$ cat src/rtl/mem_ctrl_pkg.sv
`default_nettype none
// ============================================================================
// Module : mem_ctrl_pkg
// Desc   : Shared FSM states, owner tags and mem_len codes for mem_ctrl.
// Rev    : 1.0
// ============================================================================
package mem_ctrl_pkg;

  typedef enum logic [1:0] {
    ST_IDLE = 2'd0,
    ST_RD   = 2'd1,
    ST_WR   = 2'd2,
    ST_DONE = 2'd3
  } state_t;

  typedef enum logic {
    OWN_IF  = 1'b0,
    OWN_MEM = 1'b1
  } owner_t;

  localparam logic [1:0] c_LEN_B        = 2'b00;
  localparam logic [1:0] c_LEN_H        = 2'b01;
  localparam logic [1:0] c_LEN_W        = 2'b10;
  localparam logic [2:0] c_FETCH_BYTES  = 3'd4;

  // Code 2'b11 is deliberately folded into the word case.
  function automatic logic [2:0] len_bytes(input logic [1:0] len);
    case (len)
      c_LEN_B: return 3'd1;
      c_LEN_H: return 3'd2;
      default: return 3'd4;
    endcase
  endfunction

endpackage
`default_nettype wire

$ cat src/rtl/mem_ctrl.sv
`default_nettype none
// ============================================================================
// Module : mem_ctrl
// Desc   : Byte-serial RAM port arbiter for instruction fetch and load/store.
// Rev    : 1.0
// ============================================================================
module mem_ctrl
  import mem_ctrl_pkg::*;
#(
  parameter int ADDR_W = 17,
  parameter int XLEN   = 32
) (
  input  logic              clk,
  input  logic              rst,
  input  logic              if_req,
  input  logic [XLEN-1:0]   if_addr,
  input  logic              if_flush,
  output logic              if_done,
  output logic [XLEN-1:0]   if_rdata,
  input  logic              mem_req,
  input  logic              mem_we,
  input  logic [1:0]        mem_len,
  input  logic [XLEN-1:0]   mem_addr,
  input  logic [XLEN-1:0]   mem_wdata,
  output logic              mem_done,
  output logic [XLEN-1:0]   mem_rdata,
  output logic [ADDR_W-1:0] ram_a,
  output logic              ram_wr,
  output logic [7:0]        ram_dout,
  input  logic [7:0]        ram_din
);

  state_t            r_state;
  state_t            w_state_nxt;
  owner_t            r_owner;
  logic [ADDR_W-1:0] r_base;
  logic [2:0]        r_len;
  logic [2:0]        r_cnt;
  logic [XLEN-1:0]   r_wdata;
  logic [XLEN-1:0]   r_buf;
  logic [XLEN-1:0]   r_if_rdata;
  logic [XLEN-1:0]   r_mem_rdata;
  logic [XLEN-1:0]   w_assembled;
  logic [1:0]        w_lane;
  logic              w_grant_mem;
  logic              w_grant_if;
  logic              w_if_flushing;
  logic              w_unused;

  assign w_unused      = ^{if_addr[XLEN-1:ADDR_W], mem_addr[XLEN-1:ADDR_W]};
  assign w_if_flushing = (r_owner == OWN_IF) && if_flush;

  always_comb begin
    w_state_nxt = r_state;
    w_grant_mem = 1'b0;
    w_grant_if  = 1'b0;
    case (r_state)
      ST_IDLE: begin
        if (mem_req) begin
          w_grant_mem = 1'b1;
          w_state_nxt = mem_we ? ST_WR : ST_RD;
        end else if (if_req && !if_flush) begin
          w_grant_if  = 1'b1;
          w_state_nxt = ST_RD;
        end
      end
      ST_RD: begin
        if (w_if_flushing)
          w_state_nxt = ST_IDLE;
        else if (r_cnt == r_len)
          w_state_nxt = ST_DONE;
      end
      ST_WR: begin
        if (r_cnt == r_len - 3'd1)
          w_state_nxt = ST_DONE;
      end
      default: w_state_nxt = ST_IDLE;
    endcase
  end

  // RAM data lags the address by one cycle, so count k delivers byte k-1.
  assign w_lane = r_cnt[1:0] - 2'd1;

  always_comb begin
    w_assembled = r_buf;
    if (r_cnt != 3'd0)
      w_assembled[{w_lane, 3'b000} +: 8] = ram_din;
  end

  always_ff @(posedge clk or negedge rst) begin
    if (!rst) begin
      r_state     <= ST_IDLE;
      r_owner     <= OWN_IF;
      r_base      <= '0;
      r_len       <= '0;
      r_cnt       <= '0;
      r_wdata     <= '0;
      r_buf       <= '0;
      r_if_rdata  <= '0;
      r_mem_rdata <= '0;
    end else begin
      r_state <= w_state_nxt;
      if (w_grant_mem || w_grant_if) begin
        r_owner <= w_grant_mem ? OWN_MEM : OWN_IF;
        r_base  <= w_grant_mem ? mem_addr[ADDR_W-1:0] : if_addr[ADDR_W-1:0];
        r_len   <= w_grant_mem ? len_bytes(mem_len) : c_FETCH_BYTES;
        r_wdata <= mem_wdata;
        r_cnt   <= '0;
        r_buf   <= '0;
      end else if (r_state == ST_RD || r_state == ST_WR) begin
        r_cnt <= r_cnt + 3'd1;
        if (r_state == ST_RD)
          r_buf <= w_assembled;
      end
      if (r_state == ST_RD && w_state_nxt == ST_DONE) begin
        if (r_owner == OWN_IF)
          r_if_rdata <= w_assembled;
        else
          r_mem_rdata <= w_assembled;
      end
    end
  end

  always_comb begin
    ram_a    = '0;
    ram_wr   = 1'b0;
    ram_dout = '0;
    if (r_state == ST_RD || r_state == ST_WR)
      ram_a = r_base + ADDR_W'(r_cnt);
    if (r_state == ST_WR) begin
      ram_wr   = 1'b1;
      ram_dout = r_wdata[{r_cnt[1:0], 3'b000} +: 8];
    end
  end

  // A redirect arriving in the DONE cycle must still kill the fetch result.
  assign if_done   = (r_state == ST_DONE) && (r_owner == OWN_IF) && !if_flush;
  assign mem_done  = (r_state == ST_DONE) && (r_owner == OWN_MEM);
  assign if_rdata  = r_if_rdata;
  assign mem_rdata = r_mem_rdata;

endmodule
`default_nettype wire
$ cat config.mk
export PLATFORM = sky130hd
export DESIGN_NAME = mem_ctrl
export DESIGN_NICKNAME = d
export VERILOG_FILES = /design/src/rtl/mem_ctrl_pkg.sv /design/src/rtl/mem_ctrl.sv
export SDC_FILE = /design/constraint.sdc
export NUM_CORES = 1
export LEC_CHECK = 0
export ABC_AREA = 1
export BUFFER_PORTS_ARGS = -buffer_cell sky130_fd_sc_hd__clkbuf_2
export CAP_MARGIN = 20
export CORE_UTILIZATION = 40
export DETAILED_ROUTE_END_ITERATION = 10
export PLACE_DENSITY = 0.71
export SLEW_MARGIN = 0
export SYNTH_ARGS = -nofsm -noshare
export SYNTH_HDL_FRONTEND = slang
export SYNTH_SLANG_ARGS = --single-unit
export TNS_END_PERCENT = 30
$ cat constraint.sdc
create_clock -name clk -period 3.02 [get_ports clk]
set_clock_uncertainty 0.2 [all_clocks]
set_input_delay 0.151 -clock clk [delete_from_list [all_inputs] [get_ports clk]]
set_output_delay 0.151 -clock clk [all_outputs]
set_load 0.03 [all_outputs]
; ---- Yosys cells after proc, flatten, opt, wreduce, memory -nomap -nowiden
; Index checks and enable logic that the tools add are counted.
[totals]
regBits = 154
latch_bits = 0
ram_bits = 0
rom_bits = 0
inputBits = 112
out_inout_bits = 92
wordCells = 68
n_memories = 0
[op_classes]
addsub = 5
multipliers = 0
div = 0
order_cmp = 0
eq_ne = 7
shifts = 3
n_mux = 26
n_bitwise = 1
reduce_logical = 17
[ops]
columns = cell, count
row1 = two-way mux 32 bit, 4
row2 = two-way mux 17 bit, 2
row3 = bitwise mux 32 bit, 1
row4 = "variable shift 8 x 7 -> 32 bit, first input constant", 1
row5 = indexed part select 32 x 6 -> 8 bit, 1
row6 = indexed part select 8 x 7 -> 32 bit, 1
row7 = adder 17 x 3 -> 17 bit, 1
row8 = two-way mux 2 bit, 6
row9 = two-way mux 3 bit, 3
row10 = two-way mux 8 bit, 1
row11 = two-way mux 1 bit, 7
row12 = negator 5 -> 7 bit, 1
row13 = "equality test 2 bit, second input constant", 3
row14 = equality test 3 bit, 2
row15 = logical AND 1 bit, 6
row16 = one-hot mux 2 bit (3 select lines), 1
row17 = one-hot mux 3 bit (2 select lines), 1
row18 = AND reduction 2 bit, 3
row19 = "equality test 2 x 1 -> 1 bit, second input constant", 2
row20 = logical NOT 2 bit, 2
row21 = nonzero test 2 bit, 2
row22 = "adder 3 x 1 -> 3 bit, second input constant", 1
row23 = nonzero test 3 bit, 1
row24 = "subtractor 3 x 1 -> 3 bit, second input constant", 1
row25 = 4 further kinds, 5

; ---- Longest topological paths before layout
[logic_depth]
depth_word = 8
ltp_mapped = 14

; ---- Worst setup path before layout
; OpenSTA, ideal clock, no wires.
[synth_path]
kind = flip-flop to output port
start = register r_cnt[1]
end = output ram_a[12]
arrival_ns = 2.436
required_time_ns = 2.669
setup_slack_ns = 0.233
stages_incl_launch_ff = 11
cell_sequence = dfrtp_1 > inv_1 > clkbuf_1 > fa_1 > inv_1 > nand3_1 > nand2_1 > nand2_1 > nor3_2 > a21oi_1 > nor3_1
[synth_between]
elab_chain_cells = 2
[synth_lines]
columns = item, line_no
row1 = start: declaration, mem_ctrl.sv:38  ; logic [2:0] r_cnt;
row2 = start signal: assignment, mem_ctrl.sv:111  ; r_cnt <= r_cnt + 3'd1;
row3 = adder 17 x 3 -> 17 bit, mem_ctrl.sv:129  ; ram_a = r_base + ADDR_W'(r_cnt);
row4 = two-way mux 17 bit, mem_ctrl.sv:128  ; if (r_state == ST_RD || r_state == ST_WR)
row5 = end: declaration, mem_ctrl.sv:27  ; output logic [ADDR_W-1:0] ram_a,
; No other way between the ends.

; ---- Worst setup path after layout
[layout_path]
start = register r_base[0]
end = output ram_a[16]
[layout_between]
elab_chain_cells = 2
[layout_lines]
columns = item, line_no
row1 = start: declaration, mem_ctrl.sv:36  ; logic [ADDR_W-1:0] r_base;
row2 = start signal: assignment, mem_ctrl.sv:105  ; r_base <= w_grant_mem ? mem_addr[ADDR_W-1:0] : if_addr[ADDR_W-1:0];
row3 = adder 17 x 3 -> 17 bit, mem_ctrl.sv:129
row4 = two-way mux 17 bit, mem_ctrl.sv:128
; No other way between the ends.

==> results.cfg <==
[clock_tree]
clock-sinks = 154
cts_tree = done
path_clk_slew_ps = 60
clock_latency_ps = 420
htreeDepth = 4
root_buffer = clkbuf_16
numCtsBuffers = 17
ctsLongestPathBuffers = 2

[setup_path]
path_delay_family = simple AND/OR/NAND/NOR gates
cp_slowest_cell = dfrtp_1
cpPeakStageDelay_ps = 350
crit_arrival_ps = 2540
cp-start-kind = flip-flop
crit_buf_inv = 4
critical_path_class = flip-flop to output port
cp_max_fo = 3
critPathCaptureType = output port
worstPathRequired_ps = 2670
cp_cell_sequence = ha_2, inv_1, fa_2, inv_2, nand3_1, nand2_2, nand2_4, nor3_4, buf_6, nand3_2, xor2_1, nor2_1, buf_4

[grt]
antenna_found_initial = 0
grtUsageTotal_pct = 22.62
grt_pass1_vias = 7542
grt_pass1_wl_mm = 36.35
grt-ovfl-total = 0
grt_max_degree = 72

[sta]
setup_ws_ps = 126.9
fmax_ghz = 0.3456
finalHoldViolCount = 0
period_needed_ps = 2893
post-route-period-util_pct = 95.80
slew_viol_final = 0
tightest_slew_ps = 693.1
grt_setup_unrepaired = yes
hold_ws_ps = 51.83
finalSetupTns_ps = 0
slew_headroom_pct = 53.19
setup_viol = 0

[drt]
drtIter0Drc = 498
wl_mm = 21.97
firstDrtPassIters = 5
vias_per_cell = 5.034
wl_per_cell_um = 14.34
drc = 0
drt.antenna.violating_nets = 0
via_count = 7712

[placement]
dp_cells = 1424
gp_congestion = 0.8666
pre_cts_ws_ps = 224.8
place_area_sq_um = 9031
io_buffers = 173
dpl.hpwl_mm = 13.98

[status]
status = finished clean

[final_layout]
layout_common_cells = nand2_1 (338), clkbuf_2 (169), dfrtp_1 (154), inv_1 (101), nor2_1 (84)
area_growth_pct = 31.43
finalNonFillerCells = 1532
design_area_sq_um = 10430
layout_commonest_cell = nand2_1
final_nets = 1382
diodes = 0
drive_gt1_share_pct = 19.81

[power_and_ir_drop]
powerDensity_nw_per_um2 = 1001
ir_drop_mv = 0.7283
p_leak_nw = 5.712

[yosys]
syn_inst = 1030
syn_area_sq_um = 7933
synth_cell_types = 31
synth_warnings = 0
syn_avg_cell_area_sq_um = 7.702
yosysSeqAreaShare_pct = 48.58
ys_ff_latch = 154
syn-num-nets = 1158

[die]
die_h_um = 142.8
rows = 51
dieWidth_um = 142.8
dieArea_sq_um = 20400
fp.coreArea_sq_um = 19460
io_pins = 204
initial_core_util_pct = 40.76

[worst_hold_path]
hp-class = input pin to flip-flop

[job]
maxCapViolCount = 0
-- routing by layer --
| metal | GRT usage, % | up-vias | part of all wire [%] |
|---|---|---|---|
| li1 | - | 3806 | - |
| met1 | 29.36 | 3622 | 45 |
| met2 | 37.98 | 263 | 48 |
| met3 | 4.628 | 21 | 6.0 |
| met4 | 6.678 | 0 | 1.2 |
| met5 | 0 | - | 0 |
-- Yosys cell counts, drive strengths merged --
library cell,number,area [sq um]
dfrtp,154,3854
o21a,16,120.1
nor2,87,334.1
nor4,1,6.260
o32ai,1,8.760
ha,15,187.7
nand2,341,1280
nand4,82,525.5
o22ai,22,137.6
o41ai,1,8.760
buf,31,180.2
a21oi,25,136.4
nand3,22,110.1
o21ai,51,255.2
clkbuf,32,120.1
clkinv,3,11.26
nor3,17,90.09
xor2,3,26.28
fa,1,20.02
a21boi,1,7.510
inv,106,400.4
a31oi,18,112.6
-- worst reg2reg max path, cell delays in order (launching register included) --
cell and delay, ps:
dfrtp_1 350, buf_4 350, inv_4 170, ha_1 590
nand2_1 280, nor3_1 190, nand2_1 110, o21a_1 150
inv_1 70, nand4_1 150, nand2_1 110
-- flip-flops by register name, summed over array words and instances, names as in the netlist --
register	cells
if_rdata	32
mem_rdata	32
r_base	17
r_buf	32
r_cnt	3
r_len	3
r_owner	1
r_state	2
r_wdata	32
-- area by class of cell --
class | count | area, sq um
multi-input combinational | 704 | 3430
fill | 1863 | 9036
clock buffer | 19 | 442.9
inverter | 109 | 411.6
sequential | 154 | 3854
tap | 265 | 331.6
clock inverter | 13 | 137.6
timing repair buffer | 268 | 1819
-- cells by family (layout without fill, tap and decap cells) --
family / Yosys count / in the layout / share of synthesized area [%]
and+or+nand+nor: 550 / 550 / 29.57
buffers and inverters: 172 / 409 / 8.975
DFF: 154 / 154 / 48.58
AOI/OAI and AO/OA: 135 / 135 / 9.921
xor gates and xnor gates: 3 / 3 / 0.3313
adders and majority gates: 16 / 16 / 2.618
-- where the power goes --
group | internal (mW) | switching [mW]
registers | 2.66 | 0.397
clock network | 1.24 | 0.877
logic | 1.62 | 3.64
total | 5.52 | 4.92
-- through the flow --
step	total power [mW]	utilization, %
finish	10.44	53.57
global route	11.21	53.57
CTS	10.34	53.16
detailed placement	7.881	46.40
global placement	7.766	46.40
floorplan	6.570	-
-- path summary, 6_finish.rpt --
path,start,end,slack [ps],cells after the start
setup reg to reg,r_cnt[0],mem_rdata[6],240,10
setup / recovery,r_base[0],ram_a[16],130,13
max in group asynchronous,rst,r_base[13],1750,3
min in group asynchronous,rst,mem_rdata[30],60,2
hold reg to reg,mem_rdata[29],mem_rdata[29],270,2
hold / removal,ram_din[7],r_buf[31],50,4
-- timing repair --
action,CTS,global route
setup endpoints to repair,4,9
hold buffers,70,0
endpoints found under the hold margin,109,0
buffers inserted,2,4
pin swaps,1,4
gates resized for setup,6,13
(Power assumes the default switching activity.)
